<file path="src/rtl/lenet_fc_pkg.sv">
// Shared constants for the LeNet fully-connected layers:
// FSM state encoding, MAC pipeline latency and per-layer IFM depths.
package lenet_fc_pkg;

  typedef enum logic [2:0] {
    ST_IDLE      = 3'd0,
    ST_RUN       = 3'd1,
    ST_DRAIN     = 3'd2,
    ST_WAIT_NEXT = 3'd3,
    ST_HANDOFF   = 3'd4,
    ST_START     = 3'd5
  } fc_state_e;

  localparam int MAC_LATENCY_DEF = 3;
  localparam int FC1_IFM_DEPTH   = 120;
  localparam int FC2_IFM_DEPTH   = 84;

endpackage

</file>
<file path="src/rtl/fc_step_counter.sv">
// Step counter shared by the RUN and DRAIN phases.
// Ports: clk_i, reset_i (sync, high), en_i, clr_i, last_i (terminal value),
//        count_o (current count), tc_o (enabled and at terminal value).
module fc_step_counter #(
  parameter int W = 7
) (
  input  logic         clk_i,
  input  logic         reset_i,
  input  logic         en_i,
  input  logic         clr_i,
  input  logic [W-1:0] last_i,
  output logic [W-1:0] count_o,
  output logic         tc_o
);

  logic [W-1:0] cnt_q;
  logic [W-1:0] cnt_d;

  assign tc_o    = en_i && (cnt_q == last_i);
  assign count_o = cnt_q;

  // Wraps to zero on terminal count so the next phase starts clean.
  always_comb begin
    cnt_d = cnt_q;
    if (clr_i)
      cnt_d = '0;
    else if (en_i)
      cnt_d = tc_o ? '0 : cnt_q + W'(1);
  end

  always_ff @(posedge clk_i) begin
    if (reset_i)
      cnt_q <= '0;
    else
      cnt_q <= cnt_d;
  end

endmodule

</file>
<file path="src/rtl/fc_layer_seq_ctrl.sv">
// Sequencer for one fully-connected layer: takes the IFM buffer, streams
// IFM_DEPTH read addresses, drains the MAC pipeline and hands results on.
// Ports: clk, reset (sync, high); previous-layer handshake start_from_previous /
//   end_to_previous; datapath controls ifm_sel, enable_read_fc, wm_addr_sel,
//   wm_address_read_current, wm_enable_read, bias_sel, acc_enable;
//   next-layer handshake ifm_enable_write_next, start_to_next, end_from_next;
//   busy (not IDLE).
module fc_layer_seq_ctrl
  import lenet_fc_pkg::*;
#(
  parameter int ADDRESS_BITS = 11,
  parameter int IFM_DEPTH    = FC1_IFM_DEPTH,
  parameter int MAC_LATENCY  = MAC_LATENCY_DEF
) (
  input  logic                    clk,
  input  logic                    reset,
  input  logic                    start_from_previous,
  output logic                    end_to_previous,
  output logic                    ifm_sel,
  output logic                    enable_read_fc,
  output logic                    wm_addr_sel,
  output logic [ADDRESS_BITS-1:0] wm_address_read_current,
  output logic                    wm_enable_read,
  output logic                    bias_sel,
  output logic                    acc_enable,
  output logic                    ifm_enable_write_next,
  output logic                    start_to_next,
  input  logic                    end_from_next,
  output logic                    busy
);

  localparam int CNT_MAX =
    (IFM_DEPTH > MAC_LATENCY) ? IFM_DEPTH : MAC_LATENCY;
  localparam int CW = $clog2(CNT_MAX + 1);
  localparam logic [CW-1:0] RUN_LAST = CW'(IFM_DEPTH - 1);
  localparam logic [CW-1:0] DRN_LAST = CW'(MAC_LATENCY - 1);

  fc_state_e state_q, state_d;
  logic      pend_q, pend_d;
  logic      nbusy_q, nbusy_d;
  logic      acc_q;

  logic          cnt_en;
  logic          cnt_clr;
  logic          cnt_tc;
  logic [CW-1:0] cnt;
  logic [CW-1:0] cnt_last;

  fc_step_counter #(
    .W(CW)
  ) u_cnt (
    .clk_i  (clk),
    .reset_i(reset),
    .en_i   (cnt_en),
    .clr_i  (cnt_clr),
    .last_i (cnt_last),
    .count_o(cnt),
    .tc_o   (cnt_tc)
  );

  always_comb begin
    state_d  = state_q;
    pend_d   = pend_q;
    nbusy_d  = end_from_next ? 1'b0 : nbusy_q;
    cnt_en   = 1'b0;
    cnt_clr  = 1'b1;
    cnt_last = RUN_LAST;

    end_to_previous         = 1'b0;
    ifm_sel                 = 1'b0;
    enable_read_fc          = 1'b0;
    wm_addr_sel             = 1'b0;
    wm_address_read_current = '0;
    wm_enable_read          = 1'b0;
    bias_sel                = 1'b0;
    ifm_enable_write_next   = 1'b0;
    start_to_next           = 1'b0;

    // Only one start is remembered while the layer is occupied.
    if (start_from_previous && state_q != ST_IDLE)
      pend_d = 1'b1;

    unique case (state_q)
      ST_IDLE: begin
        if (start_from_previous || pend_q) begin
          state_d = ST_RUN;
          pend_d  = 1'b0;
        end
      end
      ST_RUN: begin
        cnt_en                  = 1'b1;
        cnt_clr                 = 1'b0;
        ifm_sel                 = 1'b1;
        enable_read_fc          = 1'b1;
        wm_addr_sel             = 1'b1;
        wm_enable_read          = 1'b1;
        wm_address_read_current = ADDRESS_BITS'(cnt);
        bias_sel                = (cnt == '0);
        if (cnt_tc)
          state_d = ST_DRAIN;
      end
      ST_DRAIN: begin
        cnt_en          = 1'b1;
        cnt_clr         = 1'b0;
        cnt_last        = DRN_LAST;
        end_to_previous = (cnt == '0);
        if (cnt_tc)
          state_d = ST_WAIT_NEXT;
      end
      ST_WAIT_NEXT: begin
        if (!nbusy_q || end_from_next)
          state_d = ST_HANDOFF;
      end
      ST_HANDOFF: begin
        ifm_enable_write_next = 1'b1;
        state_d               = ST_START;
      end
      ST_START: begin
        start_to_next = 1'b1;
        nbusy_d       = 1'b1;
        state_d       = ST_IDLE;
      end
      default: state_d = ST_IDLE;
    endcase
  end

  assign busy       = (state_q != ST_IDLE);
  assign acc_enable = acc_q;

  always_ff @(posedge clk) begin
    if (reset) begin
      state_q <= ST_IDLE;
      pend_q  <= 1'b0;
      nbusy_q <= 1'b0;
      acc_q   <= 1'b0;
    end else begin
      state_q <= state_d;
      pend_q  <= pend_d;
      nbusy_q <= nbusy_d;
      acc_q   <= wm_enable_read;
    end
  end

endmodule

</file>
<file path="config.mk">
export PLATFORM = sky130hd
export DESIGN_NAME = fc_layer_seq_ctrl
export DESIGN_NICKNAME = d
export VERILOG_FILES = /design/src/rtl/lenet_fc_pkg.sv /design/src/rtl/fc_step_counter.sv /design/src/rtl/fc_layer_seq_ctrl.sv
export SDC_FILE = /design/constraint.sdc
export NUM_CORES = 1
export LEC_CHECK = 0
export BUFFER_PORTS_ARGS = -buffer_cell sky130_fd_sc_hd__clkbuf_2
export CAP_MARGIN = 5
export CORE_AREA = 2 2 43 45
export DETAILED_ROUTE_END_ITERATION = 12
export DIE_AREA = 0 0 45 47
export GPL_ROUTABILITY_DRIVEN = 1
export HOLD_SLACK_MARGIN = 0.02
export PLACE_DENSITY = 0.83
export RECOVER_POWER = 25
export SLEW_MARGIN = 15
export SYNTH_ARGS = -nofsm -noshare
export SYNTH_HDL_FRONTEND = slang
export SYNTH_SLANG_ARGS = --single-unit
</file>
<file path="constraint.sdc">
create_clock -name clk -period 2.2 [get_ports clk]
set_clock_uncertainty 0.2 [all_clocks]
set_input_delay 0.22 -clock clk [delete_from_list [all_inputs] [get_ports clk]]
set_output_delay 0.22 -clock clk [all_outputs]
set_load 0.01 [all_outputs]
</file>
=== Word-level counts from Yosys, hierarchy flattened ===
Index checks and enable logic that the tools add are counted.

* Bits of input ports: 4
* Output and inout bits: 21
* Register bits: 13
* Word-level logic and storage cells: 48

* Mux-type cells: 19
* Reductions and logical operators: 12
* Bitwise gates (word level): 1
* Equality and inequality tests: 10
* $add $sub $neg: 1

{| class="wikitable"
|+ Operators by type and width
! operator !! count
|-
| $mux W7 || 3
|-
| $pmux W3 S5 || 1
|-
| $mux W3 || 4
|-
| $mux W1 || 11
|-
| $add A7 B1 Y7 const B || 1
|-
| $eq A7 B7 Y1 || 1
|-
| $logic_not A7 Y1 || 1
|-
| $eq A3 B2 Y1 const B || 2
|-
| $eq A3 B3 Y1 const B || 2
|-
| $ne A2 B1 Y1 const B || 2
|-
| $ne A2 B2 Y1 const B || 2
|-
| $reduce_and A4 Y1 || 1
|-
| $reduce_or A2 Y1 || 2
|-
| $eq A3 B1 Y1 const B || 1
|-
| $logic_not A3 Y1 || 1
|-
| $reduce_bool A3 Y1 || 1
|-
| $logic_and A1 B1 Y1 || 2
|-
| $logic_or A1 B1 Y1 || 2
|-
| $reduce_bool A2 Y1 || 1
|-
| $logic_not A1 Y1 || 1
|-
| $not A1 Y1 || 1
|}

=== Depth between registers and ports, before layout ===
Gate-level depths: netlist (run 1).

* Word-level depth: 6
* Depth in mapped cells: 5

=== By module ===
Synthesis (run 1) repeated with hierarchy kept, for this count alone.

* Cell total of the unflattened synthesis: 100
* Area total of the unflattened synthesis: 830.8 µm²

{| class="wikitable"
|+ Modules (own cells, without submodules)
! module !! sequential area each (µm²) !! instances !! cells an instance !! area each (µm²)
|-
| fc_layer_seq_ctrl || 120.1 || 1 || 57 || 435.4
|-
| fc_step_counter || 140.1 || 1 || 43 || 395.4
|}

=== Least setup slack after synthesis (run 1) ===
OpenSTA, ideal clock, no wires.

* Path type: reg-to-reg
* Start: register state_q[0]
* End: register u_cnt.cnt_q[2] (netlist: u_cnt.count_o[2])
* Period minus slack after synthesis: 1.880 ns
* Cell stages (with the launch flop): 6
* Required time: 1.935 ns
* Path buffers: 1
* Arrival: 1.615 ns
* Path slack: 0.320 ns
* Cells stage by stage: dfxtp_1 -> buf_2 -> or3b_4 -> a22o_1 -> a2111o_1 -> nor2_1

* Cells in the longest elaborated chain, start to end: 5
* Elaborated cells on any way between the ends: 10
* Classes of those cells: eq/ne (3); mux (3); bitwise (1); reduce/logical (3)

{| class="wikitable"
|+ Ends and longest elaborated chain
! element !! RTL line !! source
|-
| start, declared || fc_layer_seq_ctrl.sv:38 || <nowiki>fc_state_e state_q, state_d;</nowiki>
|-
| start signal, assigned || fc_layer_seq_ctrl.sv:137 || <nowiki>state_q <= state_d;</nowiki>
|-
| $eq A3 B2 Y1 or $eq A3 B1 Y1 (tied branches) || fc_layer_seq_ctrl.sv:83 || <nowiki>unique case (state_q)</nowiki>
|-
| $mux W7 or $reduce_or A2 Y1 (tied branches) || -- ||
|-
| $eq A7 B7 Y1 or $mux W1 (tied branches) || fc_step_counter.sv:19, fc_layer_seq_ctrl.sv:83 ||
|-
| $logic_and A1 B1 Y1 || fc_step_counter.sv:19 || <nowiki>assign tc_o = en_i && (cnt_q == last_i);</nowiki>
|-
| $mux W7 || fc_step_counter.sv:28 || <nowiki>cnt_d = tc_o ? '0 : cnt_q + W'(1);</nowiki>
|-
| end signal, assigned || fc_step_counter.sv:35 || <nowiki>cnt_q <= cnt_d;</nowiki>
|-
| end, declared || fc_step_counter.sv:16 || <nowiki>logic [W-1:0] cnt_q;</nowiki>
|}

Parallel ways exist; a longest one is shown, timed or not.
A chain may end at the register's enable or synchronous reset.

=== Worst setup path after layout (run 1) ===
* Start: register state_q[2]
* End: output port wm_address_read_current[6]

* Cells in the longest elaborated chain, start to end: 2

{| class="wikitable"
|+ Ends and longest elaborated chain
! element !! RTL line !! source
|-
| $eq A3 B1 Y1 || fc_layer_seq_ctrl.sv:83 ||
|-
| $mux W7 || fc_layer_seq_ctrl.sv:83 ||
|-
| end, declared || fc_layer_seq_ctrl.sv:22 || <nowiki>output logic [ADDRESS_BITS-1:0] wm_address_read_current,</nowiki>
|}

Every way passes these cells.

==> impl_results.md, run 1 <==
- Cell variety after synth: 35
- Drt via density: roughly 5.3
- Yosys warning total: 0
- Overall routed net length: 1540 um
- Status: finished clean
- Pin count of the biggest net entering global routing: 12
- CTS Buf Count: 3
- Pwr dens: 513 nW/um^2
- Fin. max-slew vios: 0
- Overall power: 451 uW
- Required @ worst endpoint: 1.78 ns
- Starting Density: 45.9%
- Clk root buf: clkbuf_4
- Non-filler cells, final: 130
- Final min period: 1.98 ns
- Hold Vio Cnt, Final: 0
- Post-DRT Antenna Nets: 0
- Ys async rst share: 0%
- Antenna violations before repair: 0
- Setup tns final: 0 ns
- Drt wl/cell: ~12 um
- Final Cell Area: between 800 and 900 sq um
- Layout cells sized above 1: 23.9%
- EDFF count, synth: 0
- Clk sink count: 13
- Die Wd: roughly 45 um
- Dpl cell area: 833 sq um
- CP Launch Type: register
- DRT iter0 DRCs: 27
- Layout Utilization: between 50% and 60%
- IO Pins: 25
- Post-synth top flop: dfxtp_1
- Worst setup margin: between 0.2 and 0.25 ns
- Hold Slack: 0.109 ns
- H-tree depth: 1
- Grt ovf: 0
- Iteration count of the initial detailed-routing pass: 6
- GP Congestion: 0.738
- Pre-CTS setup slack: 0.191 ns
- Synth Area per Inst: just over 8 sq um
- Final period util: roughly nine tenths
- Die Height: 47 um
- Worst EP arrival: 1.56 ns
- RSZ-0062 raised after global routing: no
- Post-synthesis instance total: 92
- First-pass GRT wire length: 2440 um
- Core area: 1650 sq um
- # fillers: 150
- Placed insts: 124
- # rows: 15
- Clk slew on worst S/H paths: 0.08 ns
- Vias in the first global route: 561
- Setup CP Type: reg2out
- Remaining DRCs: 0
- Worst VDD drop: 0.000257 V
- #FFs+latches synth: 13
- Worst-Skew Late Latency: 0.27 ns
- Leakage power: 0.421 nW
- Antenna Cells: 0
- Final setup fails: 0
- DR vias: 687
- Global-route usage over all layers: 16.0%
- Worst setup EP type: output port
- Bufs on Longest Clock Path: 2
- Register area share after synthesis: 34.3%
- Highest clock rate: 504 MHz
- Layout area overhead: 15.8%
- Hold Path Class: in2reg
- Port Buffers: 20
- CTS tree: done
- Crit Path Max Fanout: 9
- Final net count: 120
- Post-DP HPWL: around 1200 um
- Die ar.: around 2100 sq um
- Post-Syn Area: 758 sq um
- Max cap viols: 0
- Post-CTS setup buffers: 0
==> synth_stat cells (2+ instances only) <==
cell type   n  share of area, %
inv_1       6               3.0
buf_4       7               6.9
dfxtp_1    13                34
a21oi_1     2               1.3
nand3b_1    2               2.0
and2_1      5               4.1
nand2_1     3               1.5
and3_1      2               1.6
nor2_1     14               6.9
ha_1        2               3.3
nor2b_1     2               1.6
nor3_1      5               3.3
nand2b_1    2               1.6
nand3_1     2               1.3
xnor2_1     5               5.8
==> flip-flops by register name (all words and copies together) (netlist names) <==
register,flops
state_q,3
pend_q,1
acc_enable,1
nbusy_q,1
u_cnt.count_o,7
==> path summary, 6_finish.rpt <==
path	start	end	slack [ns]	cells after the start
max	state_q[2]	wm_address_read_current[6]	0.22	6
min	end_from_next	nbusy_q	0.11	3
min reg2reg	u_cnt.count_o[0]	u_cnt.count_o[0]	0.30	1
max reg2reg	state_q[0]	u_cnt.count_o[4]	0.23	4
==> repair_timing <==
action / 4_1_cts / 5_1_grt
endpoints found under the setup margin: 0 / 7
hold endpoints to repair: 5 / 0
resized for setup: 0 / 2
hold buffers: 2 / 0
==> cells in the final DEF, fill, tap and decap left out, types with 2 or more instances in the layout <==
cell type       n
nor3_1          5
ha_1            2
a21oi_1         2
dlygate4sd3_1   2
and3_1          2
inv_1           5
buf_4           2
clkbuf_2       18
clkbuf_1        3
clkbuf_4        3
nand2b_1        2
nand3_1         2
nor2b_1         2
and2_1          5
nand3b_1        2
nor2_1         14
dfxtp_1        12
conb_1          4
xnor2_1         5
nand2_1         3
==> cells by family (layout without fill, tap and decap cells) <==
kind of cell             count (synthesis)  in the layout  synth area share, %
XOR/XNOR                                 6              6                 6.93
multiplexers                             1              1                 1.32
other                                    1              4                0.495
adder cells (fa/ha/maj)                  2              2                 3.30
AO/OA/AOI/OAI                            9              9                 9.57
buffers and inverters                   16             34                 12.5
AND/OR/NAND/NOR                         44             44                 31.5
flip-flops                              13             13                 34.3
==> worst max-delay path: stages, from the launching register on <==
cell and delay (ns):
dfxtp_1 0.32, buf_4 0.16, nor2b_1 0.19, nand2b_1 0.20, inv_2 0.16, and2_1 0.14
clkbuf_2 0.13
==> report_power, final <==
group          switching [mW]  internal [mW]  leakage, nW
clock                  0.0706         0.0700       0.0150
combinational          0.0370         0.0253        0.300
sequential            0.00735          0.241        0.106
==> routing by layer <==
metal	global-route usage, %	wire (um)	up-vias
li1	-	-	342
met1	19.9	634	306
met2	26.0	746	35
met3	3.46	118	4
met4	8.82	36	0
met5	0	0	-
==> area by class of cell <==
type                            count  area [sq um]  area share [%]
Clock buffer                        4          26.3            2.99
Timing Repair Buffer               24           133            15.1
Inverter                            6          22.5            2.56
Tap cell                           17          21.3            2.42
Sequential cell                    13           262            29.8
Multi-Input combinational cell     66           414            47.2
Power figures use the tool's default switching activity.
==> inputs of run 2 (changes only) <==
Settings changed: CORE_AREA 2 2 43 45 to 2 2 43 53, DIE_AREA 0 0 45 47 to 0 0 45 55, PLACE_DENSITY 0.83 to 0.73.
==> impl_results.md, run 2 (synthesis gave the netlist of run 1 again) <==
- Status: finished clean
- Port Buffers: 20 (unchanged)
- Clk pwr share: 33.5% (+2.3 points)
- Die Height: 55 um (+17%)
- Post-DRT Antenna Nets: 0 (unchanged)
- # rows: 18 (+3)
- Layout cells sized above 1: 21.9% (-2.0 points)
- Placed insts: 128 (+3.2%)
- H-tree depth: 1 (unchanged)
- Final period util: 91.9% (+1.8 points)
- Bufs on Longest Clock Path: 2 (unchanged)
- Clk slew on worst S/H paths: 0.08 ns (about the same)
- Pwr dens: 528 nW/um^2 (+2.9%)
- First-pass GRT wire length: 2570 um (+5.1%)
- Fin. max-slew vios: 0 (unchanged)
- Final min period: 2.02 ns (+0.0392 ns)
- Hold Vio Cnt, Final: 0 (unchanged)
- GP Congestion: 0.861 (+17%)
- RSZ-0062 raised after global routing: no
- Comb pwr share: 14.1% (+0.3 points)
- Grt ovf: 0 (unchanged)
- Hold Slack: 0.104 ns (-0.00464 ns)
- Die ar.: 2480 sq um (+17%)
- Remaining DRCs: 0 (unchanged)
- Required @ worst endpoint: 1.78 ns (about the same)
- Final net count: 121 (+0.83%)
- Overall routed net length: 1590 um (+3.3%)
- Worst EP arrival: 1.60 ns (+0.04 ns)
- Iteration count of the initial detailed-routing pass: 4 (-2)
- Drt wl/cell: 11.9 um (+0.23%)
- Antenna Cells: 0 (unchanged)
- DRT iter0 DRCs: 10 (-63%)
- Clk sink count: 13 (unchanged)
- Pin count of the biggest net entering global routing: 12 (unchanged)
- Core area: 1980 sq um (+20%)
- Worst-Skew Late Latency: 0.29 ns (+0.02 ns)
- Setup CP Type: reg2out
- Starting Density: 38.3% (-7.7 points)
- # fillers: 192 (+28%)
- Antenna violations before repair: 0 (unchanged)
- Number of flip-flops in the largest register: 7 (unchanged)
- CP Launch Type: register
- Leakage power: 0.418 nW (-0.60%)
- Drt via density: 5.13 (-2.8%)
- Non-filler cells, final: 134 (+3.1%)
- Layout area overhead: 16.5%
- Most frequent cells in the layout: clkbuf_2, nor2_1, dfxtp_1
- Switching Fraction: 27.8% (+2.4 points)
- DR vias: 688 (+0.15%)
- Final setup fails: 0 (unchanged)
- Worst VDD drop: 0.000201 V (-22%)
- Reg power frac: 52.4% (-2.6 points)
- Multi-input logic area: 414 sq um (unchanged)
- Vias in the first global route: 624 (+11%)
- Flip-flop and latch area: 260 sq um (-0.48%)
- Die Wd: 45 um (unchanged)
- Post-DP HPWL: 1190 um (+0.90%)
- CTS tree: done
- Net Sw Power: 130 uW (+13%)
- Post-CTS setup buffers: 0 (unchanged)
- IO Pins: 25 (unchanged)
- Setup tns final: 0 ns (unchanged)
- Global-route usage over all layers: 14.6% (-1.4 points)
- CTS Buf Count: 3 (unchanged)
- Worst setup EP type: output port
- Most common cell after layout, fill and taps aside: clkbuf_2
- Max cap viols: 0 (unchanged)
- Clk root buf: clkbuf_4
- Hold Path Class: in2reg
- Highest clock rate: 495 MHz (-1.9%)
- Internal power: 337 uW (+0.19%)
- Overall power: 467 uW (+3.5%)
- Crit Path Max Fanout: 9 (unchanged)
-- run 2: metal layers --
layer,wire length [um],share of wire [%],global-route usage (%),up-vias
li1,-,-,-,340
met1,647,41,14.8,325
met2,830,52,26.4,18
met3,61,3.8,2.92,5
met4,48,3.0,10.3,0
met5,0,0,0,-
-- run 2: final cells by class --
| class | instances | area share (%) |
|---|---|---|
| Timing Repair Buffer | 25 | 15.3 |
| Sequential cell | 13 | 29.5 |
| Inverter | 6 | 2.55 |
| Tap cell | 20 | 2.83 |
| Clock buffer | 4 | 2.97 |
| Multi-Input combinational cell | 66 | 46.9 |
-- run 2: what timing repair did --
action | CTS | global route
gates resized for setup | 0 | 1
hold buffers | 2 | 0
hold endpoints to repair | 5 | 0
setup endpoints to repair | 0 | 2
-- run 2: power by group through the flow --
| stage | Sequential [mW] | Combinational [mW] | Clock [mW] |
|---|---|---|---|
| 5_1_grt | 0.246 | 0.0740 | 0.167 |
| 6_report | 0.245 | 0.0657 | 0.156 |
| 4_1_cts | 0.245 | 0.0676 | 0.160 |
| 2_1_floorplan | 0.249 | 0.0535 | 0 |
| 3_3_place_gp | 0.250 | 0.0637 | 0 |
| 3_5_place_dp | 0.250 | 0.0645 | 0 |
-- run 2: worst max-delay path: stages, from the launching register on --
cell	delay (ns)
dfxtp_1	0.32
buf_4	0.16
nor2b_1	0.20
nand2b_1	0.20
inv_2	0.16
and2_1	0.15
clkbuf_2	0.13
-- run 2: path summary, 6_finish.rpt --
path	from	endpoint	slack [ns]	cells after the start
setup / recovery	state_q[2]	wm_address_read_current[3]	0.18	6
setup reg to reg	state_q[1]	u_cnt.count_o[4]	0.32	4
hold reg to reg	u_cnt.count_o[0]	u_cnt.count_o[0]	0.30	1
hold / removal	end_from_next	nbusy_q	0.10	3
-- run 2: per-stage QoR --
stage	cell area (sq um)	worst slack [ns]	util [%]
floorplan	769	0.320	-
global placement	845	0.367	42.6
detailed placement	845	0.323	42.6
CTS	891	0.0965	44.9
global route	883	0.0632	44.6
finish	883	0.179	44.6
